[config.mk]
export PLATFORM = sky130hd
export DESIGN_NAME = cnt_cmd_seq
export DESIGN_NICKNAME = d
export VERILOG_FILES = /design/src/rtl/cnt_cmd_seq.sv
export SDC_FILE = /design/constraint.sdc
export NUM_CORES = 1
export LEC_CHECK = 0
export ABC_AREA = 1
export CAP_MARGIN = 20
export CORE_AREA = 2 2 108 84
export DETAILED_ROUTE_END_ITERATION = 6
export DIE_AREA = 0 0 110 86
export HOLD_SLACK_MARGIN = 0.03
export SLEW_MARGIN = 10
export SYNTH_ARGS = -nofsm -noshare
export SYNTH_HDL_FRONTEND = slang
export SYNTH_SLANG_ARGS = --single-unit
[constraint.sdc]
create_clock -name clk_i -period 3.1 [get_ports clk_i]
set_clock_uncertainty 0.2 [all_clocks]
set_input_delay 0.465 -clock clk_i [delete_from_list [all_inputs] [get_ports clk_i]]
set_output_delay 0.465 -clock clk_i [all_outputs]
set_load 0.02 [all_outputs]
[src/rtl/cnt_cmd_seq.sv]
// Purpose : command sequencer that turns queued HOLD/LOAD/UP/DOWN commands into counter control pins.
// Latency : a command accepted into an empty, idle sequencer drives its first outputs one cycle later.
// Backpr. : cmd_ready_o drops when the command FIFO is full; it is forced high during abort (command is dropped).
//
// Ports:
//   clk_i, rst_ni        clock (posedge) and asynchronous active-low reset
//   cmd_valid_i/ready_o  command handshake; cmd_op_i (00 HOLD, 01 LOAD, 10 UP, 11 DOWN), cmd_data_i
//   abort_i              flushes the FIFO and the active command at the next edge
//   en_o, load_o,        registered counter controls; in_data_o is the load value
//   updown_o, in_data_o
//   busy_o               registered: a command is executing or the FIFO is non-empty
//   cmd_done_o           registered one-cycle pulse on the last drive cycle of each command
module cnt_cmd_seq #(
  parameter int unsigned FIFO_DEPTH = 4,
  parameter int unsigned DATA_W     = 8
) (
  input  logic              clk_i,
  input  logic              rst_ni,
  input  logic              cmd_valid_i,
  output logic              cmd_ready_o,
  input  logic [1:0]        cmd_op_i,
  input  logic [DATA_W-1:0] cmd_data_i,
  input  logic              abort_i,
  output logic              en_o,
  output logic              load_o,
  output logic              updown_o,
  output logic [DATA_W-1:0] in_data_o,
  output logic              busy_o,
  output logic              cmd_done_o
);

  localparam int unsigned AW = $clog2(FIFO_DEPTH);
  localparam logic [1:0] OP_HOLD = 2'b00;
  localparam logic [1:0] OP_LOAD = 2'b01;
  localparam logic [1:0] OP_UP   = 2'b10;
  localparam logic [DATA_W-1:0] ONE = DATA_W'(1);

  typedef enum logic [1:0] {ST_IDLE, ST_LOAD, ST_RUN, ST_HOLD} state_e;

  typedef struct packed {
    logic [1:0]        op;
    logic [DATA_W-1:0] data;
  } cmd_t;

  // ---------------------------------------------------------------- FIFO
  cmd_t        fifo_q [FIFO_DEPTH];
  logic [AW:0] wr_ptr_q, wr_ptr_d, rd_ptr_q, rd_ptr_d;
  logic        empty, full, push, pop;
  cmd_t        head;

  // Extra pointer MSB: equal pointers mean empty, MSB-only difference means full.
  assign empty = (wr_ptr_q == rd_ptr_q);
  assign full  = (wr_ptr_q[AW] != rd_ptr_q[AW]) &&
                 (wr_ptr_q[AW-1:0] == rd_ptr_q[AW-1:0]);

  // During abort the offered command is swallowed, so ready may stay high.
  assign cmd_ready_o = !full || abort_i;
  assign push        = cmd_valid_i && !full && !abort_i;
  assign head        = fifo_q[rd_ptr_q[AW-1:0]];

  always_ff @(posedge clk_i) begin
    if (push) begin
      fifo_q[wr_ptr_q[AW-1:0]] <= {cmd_op_i, cmd_data_i};
    end
  end

  // ---------------------------------------------------------------- FSM
  state_e            state_q, state_d;
  logic [DATA_W-1:0] cnt_q, cnt_d;       // drive cycles remaining after the current one
  logic              en_q, en_d, load_q, load_d, updown_q, updown_d;
  logic              done_q, done_d, busy_q, busy_d;
  logic [DATA_W-1:0] in_data_q, in_data_d;
  logic              last;               // current cycle is the final one of its command

  always_comb begin
    state_d   = state_q;
    cnt_d     = cnt_q;
    en_d      = en_q;
    load_d    = 1'b0;
    updown_d  = updown_q;
    in_data_d = in_data_q;
    done_d    = 1'b0;
    pop       = 1'b0;
    last      = 1'b0;

    case (state_q)
      ST_RUN, ST_HOLD: begin
        if (cnt_q == '0) begin
          last = 1'b1;
        end else begin
          cnt_d  = cnt_q - ONE;
          done_d = (cnt_q == ONE);
        end
      end
      default: last = 1'b1;  // IDLE and single-cycle LOAD
    endcase

    // Retire and, if possible, launch the next command at the same edge.
    if (last) begin
      en_d    = 1'b0;
      state_d = ST_IDLE;
      cnt_d   = '0;
      if (!empty) begin
        pop = 1'b1;
        if (head.op == OP_LOAD) begin
          state_d   = ST_LOAD;
          load_d    = 1'b1;
          in_data_d = head.data;
          done_d    = 1'b1;
        end else if (head.data == '0) begin
          // Zero-length command: one idle-looking cycle that only pulses done.
          state_d = ST_HOLD;
          done_d  = 1'b1;
        end else if (head.op == OP_HOLD) begin
          state_d = ST_HOLD;
          cnt_d   = head.data - ONE;
          done_d  = (head.data == ONE);
        end else begin
          state_d  = ST_RUN;
          en_d     = 1'b1;
          updown_d = (head.op == OP_UP);
          cnt_d    = head.data - ONE;
          done_d   = (head.data == ONE);
        end
      end
    end

    if (abort_i) begin
      state_d = ST_IDLE;
      cnt_d   = '0;
      en_d    = 1'b0;
      load_d  = 1'b0;
      done_d  = 1'b0;
      pop     = 1'b0;
    end
  end

  always_comb begin
    wr_ptr_d = wr_ptr_q + {{AW{1'b0}}, push};
    rd_ptr_d = rd_ptr_q + {{AW{1'b0}}, pop};
    if (abort_i) begin
      rd_ptr_d = wr_ptr_q;  // push is blocked during abort, so this empties the FIFO
    end
    // Registered busy reflects the state and occupancy that follow this edge.
    busy_d = (state_d != ST_IDLE) || (wr_ptr_d != rd_ptr_d);
  end

  always_ff @(posedge clk_i or negedge rst_ni) begin
    if (!rst_ni) begin
      wr_ptr_q  <= '0;
      rd_ptr_q  <= '0;
      state_q   <= ST_IDLE;
      cnt_q     <= '0;
      en_q      <= 1'b0;
      load_q    <= 1'b0;
      updown_q  <= 1'b0;
      in_data_q <= '0;
      done_q    <= 1'b0;
      busy_q    <= 1'b0;
    end else begin
      wr_ptr_q  <= wr_ptr_d;
      rd_ptr_q  <= rd_ptr_d;
      state_q   <= state_d;
      cnt_q     <= cnt_d;
      en_q      <= en_d;
      load_q    <= load_d;
      updown_q  <= updown_d;
      in_data_q <= in_data_d;
      done_q    <= done_d;
      busy_q    <= busy_d;
    end
  end

  assign en_o       = en_q;
  assign load_o     = load_q;
  assign updown_o   = updown_q;
  assign in_data_o  = in_data_q;
  assign cmd_done_o = done_q;
  assign busy_o     = busy_q;

endmodule

==> results of run 1 <==
-- sequential cells by signal, indices dropped and copies added, names as in the netlist --
register / cells
busy_o: 1
cmd_done_o: 1
cnt_q: 8
en_o: 1
fifo_q: 40
in_data_o: 8
load_o: 1
rd_ptr_q: 3
state_q: 2
updown_o: 1
wr_ptr_q: 3
-- routing by layer --
layer | part of all wire, % | vias up | GRT usage, %
met2 | 46 | 34 | 23.9
li1 | - | 1155 | -
met4 | 1.8 | 0 | 5.75
met1 | 49 | 1075 | 20.5
met3 | 3.6 | 12 | 4.86
met5 | 0 | - | 0
-- synthesized netlist by cell type (2+ instances only) --
library cell and n:
a21oi_1 11, buf_2 2, buf_6 6, dfrtp_1 29, edfxtp_1 40, ha_1 8, inv_1 20, inv_2 3
nand2_1 87, nand2_2 11, nand3_1 32, nand3_2 4, nand4_1 3, nor2_1 13, nor2_2 2, nor3_1 6
o21ai_0 7, o21ai_2 8, or2_1 2, xnor2_1 4, xor2_1 7
-- power groups by stage --
| stage | Sequential [W] | Combinational, W | Clock, W |
|---|---|---|---|
| 3_5_place_dp | 0.00135 | 0.00208 | 0 |
| 4_1_cts | 0.00133 | 0.00209 | 0.000668 |
| 5_1_grt | 0.00135 | 0.00234 | 0.000711 |
| 2_1_floorplan | 0.00142 | 0.00147 | 0 |
| 6_report | 0.00133 | 0.00207 | 0.000650 |
| 3_3_place_gp | 0.00135 | 0.00205 | 0 |
-- worst register-to-register path, delay by kind of cell (launching register included) --
| kind | cells | cell delay, ns |
|---|---|---|
| simple gates | 11 | 0.98 |
| fa+ha+maj | 3 | 0.58 |
| flops | 1 | 0.40 |
| xor+xnor | 1 | 0.17 |
| compound gates | 1 | 0.12 |
| buf+inv | 1 | 0.08 |
-- worst paths after layout --
kind	endpoint	slack, ns	depth (start not counted)
min in group asynchronous	in_data_o[7]	0.30	2
hold reg to reg	in_data_o[3]	0.29	2
max in group asynchronous	en_o	2.12	2
setup / recovery	busy_o	0.46	17
setup reg to reg	busy_o	0.46	17
hold / removal	in_data_o[3]	0.29	2
-- cell families after synthesis --
family	Yosys count
XOR/XNOR	11
AO/OA/AOI/OAI	32
AND/OR/NAND/NOR	167
adder cells (fa/ha/maj)	8
flip-flops	69
buffers and inverters	33
-- through the flow --
stage	std cells	hold WS (ns)	util, %
floorplan	320	-0.0306	-
global placement	457	0.269	44.6
detailed placement	457	0.274	44.6
CTS	473	0.292	46.7
global route	473	0.311	46.7
finish	473	0.288	46.7
-- layout make-up --
type | count | share of cell area (%)
clock buffers | 9 | 3.19
clock inverters | 7 | 1.32
inverters | 23 | 2.22
multi-input cells | 218 | 30.9
flip-flops and latches | 69 | 49.6
well taps | 108 | 3.48
repair buffers | 39 | 9.28
==> results by group, run 1 <==
Clocking
  – CTS Root Cell: clkbuf_8
  – Clk slew on worst S/H paths: 0.07 ns
  – H-tree Lvls: 3
  – TritonCTS Sinks: 69
  – Post-CTS setup repair buffer count: 0
  – CTS tree: yes
  – CTS buffer count: 9
  – PostCTS Resize Cnt: 0
  – Clock Latency Late Sink: ~0.35 ns
  – Hold_buf cts: 0
  – Clk buf depth: 2

Timing
  – Slew Viols, Final: 0
  – Fmax: 379 MHz
  – Final Hold Fails: 0
  – Worst slew margin: between 70% and 80%
  – Fin Setup TNS: 0 ns
  – Final setup fails: 0
  – Min cycle time layout: 2.64 ns
  – Unrepaired setup endpoints after global routing: no
  – Worst-margin pin slew: 0.400 ns
  – Worst Setup Slack, final: 0.458 ns
  – Final period util: 85.2%

Setup path
  – Crit Path Class: reg2reg
  – Crit-path most repeated cell: nor2_1
  – CP Data Required Time: 3.14 ns
  – Slowest CP cell: dfrtp_1
  – Worst Path Buf+Inv: 1
  – Worst path arrival time: 2.68 ns
  – Crit-path cells: inv_1 -> ha_1 -> nand2_1 -> nor2_1 -> nand2_1 -> nand2_2 -> nand2_2 -> nor2_1 -> ha_1 -> ha_1 -> nand2_1 -> o21ai_0 -> xor2_1 -> nor2_1 -> nand3_1 -> nor2_1 -> nand3_1
  – Cell family with most CP delay: simple AND/OR/NAND/NOR gates
  – Worst Setup Start Kind: register
  – Critical path peak fanout: 3
  – Max incr delay on CP: roughly 0.4 ns
  – Setup crit end kind: register
  – Worst R2R Start: cnt_q[0]
  – Worst Setup SP: cnt_q[0]

Global route
  – GRT Total Usage: roughly 16%
  – First-pass GRT wire length: 10.9 mm
  – Vias in the first global route: 2220
  – GR Overflow Total: 0
  – Pin count of the biggest net entering global routing: 30
  – Initial antenna violation count: 0

Floorplanning
  – Core area: 8310 um^2
  – Full die area: 9460 um^2
  – Die height: 86 um
  – Rows: 29
  – Chip width: ~110 um
  – Initial Util: 39.7%
  – I/O pin cnt: 28

Pwr
  – Power Total: 0.00404 W
  – Clk pwr share: 16.1%
  – Cell leakage power: 1.63 nW
  – Comb power frac: 51.1%
  – Maximum VDD drop: slightly above 0.4 mV
  – P_sw: roughly 0.0018 W
  – PwrDens: 1040 nW/um^2
  – Sw Share: between 40% and 50%
  – Int Pwr: 0.00224 W
  – Flop pwr share: 32.8%

Finish
  – Layout area overhead: 17.6%
  – Multi-input logic area: 1200 um^2
  – Most frequent cells in the layout: nand2_1, edfxtp_1, nand3_1
  – Commonest non-fill, non-tap cell in the layout: nand2_1
  – FF/Latch Area: slightly below 2000 um^2
  – Design area: approximately 3900 um^2
  – Nets: 382
  – Filler Cells Inserted: 788
  – Share of cells above drive strength 1: between 15 and 20%
  – Ant diodes: 0

Hold path
  – Hold crit path type: reg2reg
  – Hold path startpoint: in_data_o[3]

Synth
  – Yosys top cell area share: between 30 and 40%
  – EDFF count, synth: 40
  – Cells taking the most area after synthesis: edfxtp_1, dfrtp_1, nand2_1, nand3_1, ha_1
  – Adder-Cell Fraction of Synth Area: 3.03%
  – Post-Synthesis Cells: 320
  – Post-Syn Area per Cell: 10.3 um^2
  – Post-synthesis register bit count: ~70
  – Post-synthesis xor/xnor area fraction: just under 3%
  – Yosys warns: 0
  – Largest family of logic cells by synthesized area: simple AND/OR/NAND/NOR gates
  – Most used flip-flop cell after synthesis: edfxtp_1
  – Seq/Total Area, Yosys: between 50% and 60%
  – Synth cell types: 36
  – Async set-reset flop share out of synthesis: 42.0%
  – Post-Syn Area: 3300 um^2
  – Synth Area in Simple Gates: 23.7%
  – Mux cell area share after synthesis: 0%
  – Synth Area in Compound Gates: under 10%
  – Syn Nets: roughly 340
  – Largest area contributor in the netlist: edfxtp_1

Detailed routing
  – Routed length per placed instance: 13.8 um
  – DR pass1 iterations: 4
  – Final WL: approximately 6.5 mm
  – Drt drc: 0
  – Avg Vias per Cell: 4.81
  – Final ANT Viol Nets: 0
  – Via count: about 2300
  – 1st-iter DRT viols: 124

Place
  – Pre-CTS setup slack: 0.436 ns
  – HPWL Detailed: approximately 4.5 mm
  – PortBufs: 27
  – Routability Congestion: 0.857
  – Area after DPL: 3710 um^2

Run status
  – Status: complete, no violations

Flow run
  – Max cap viols: 0
Power figures use the tool's default switching activity.
==> inputs of run 2 (changes only) <==
--- a/config.mk
+++ b/config.mk
@@ -10,7 +10,9 @@
 export CORE_AREA = 2 2 108 84
 export DETAILED_ROUTE_END_ITERATION = 6
 export DIE_AREA = 0 0 110 86
+export GPL_ROUTABILITY_DRIVEN = 0
 export HOLD_SLACK_MARGIN = 0.03
+export SETUP_SLACK_MARGIN = 0.02
 export SLEW_MARGIN = 10
 export SYNTH_ARGS = -nofsm -noshare
 export SYNTH_HDL_FRONTEND = slang
==> results of run 2 <==
The final DEF is identical to that of run 1; final timing and power are the same.
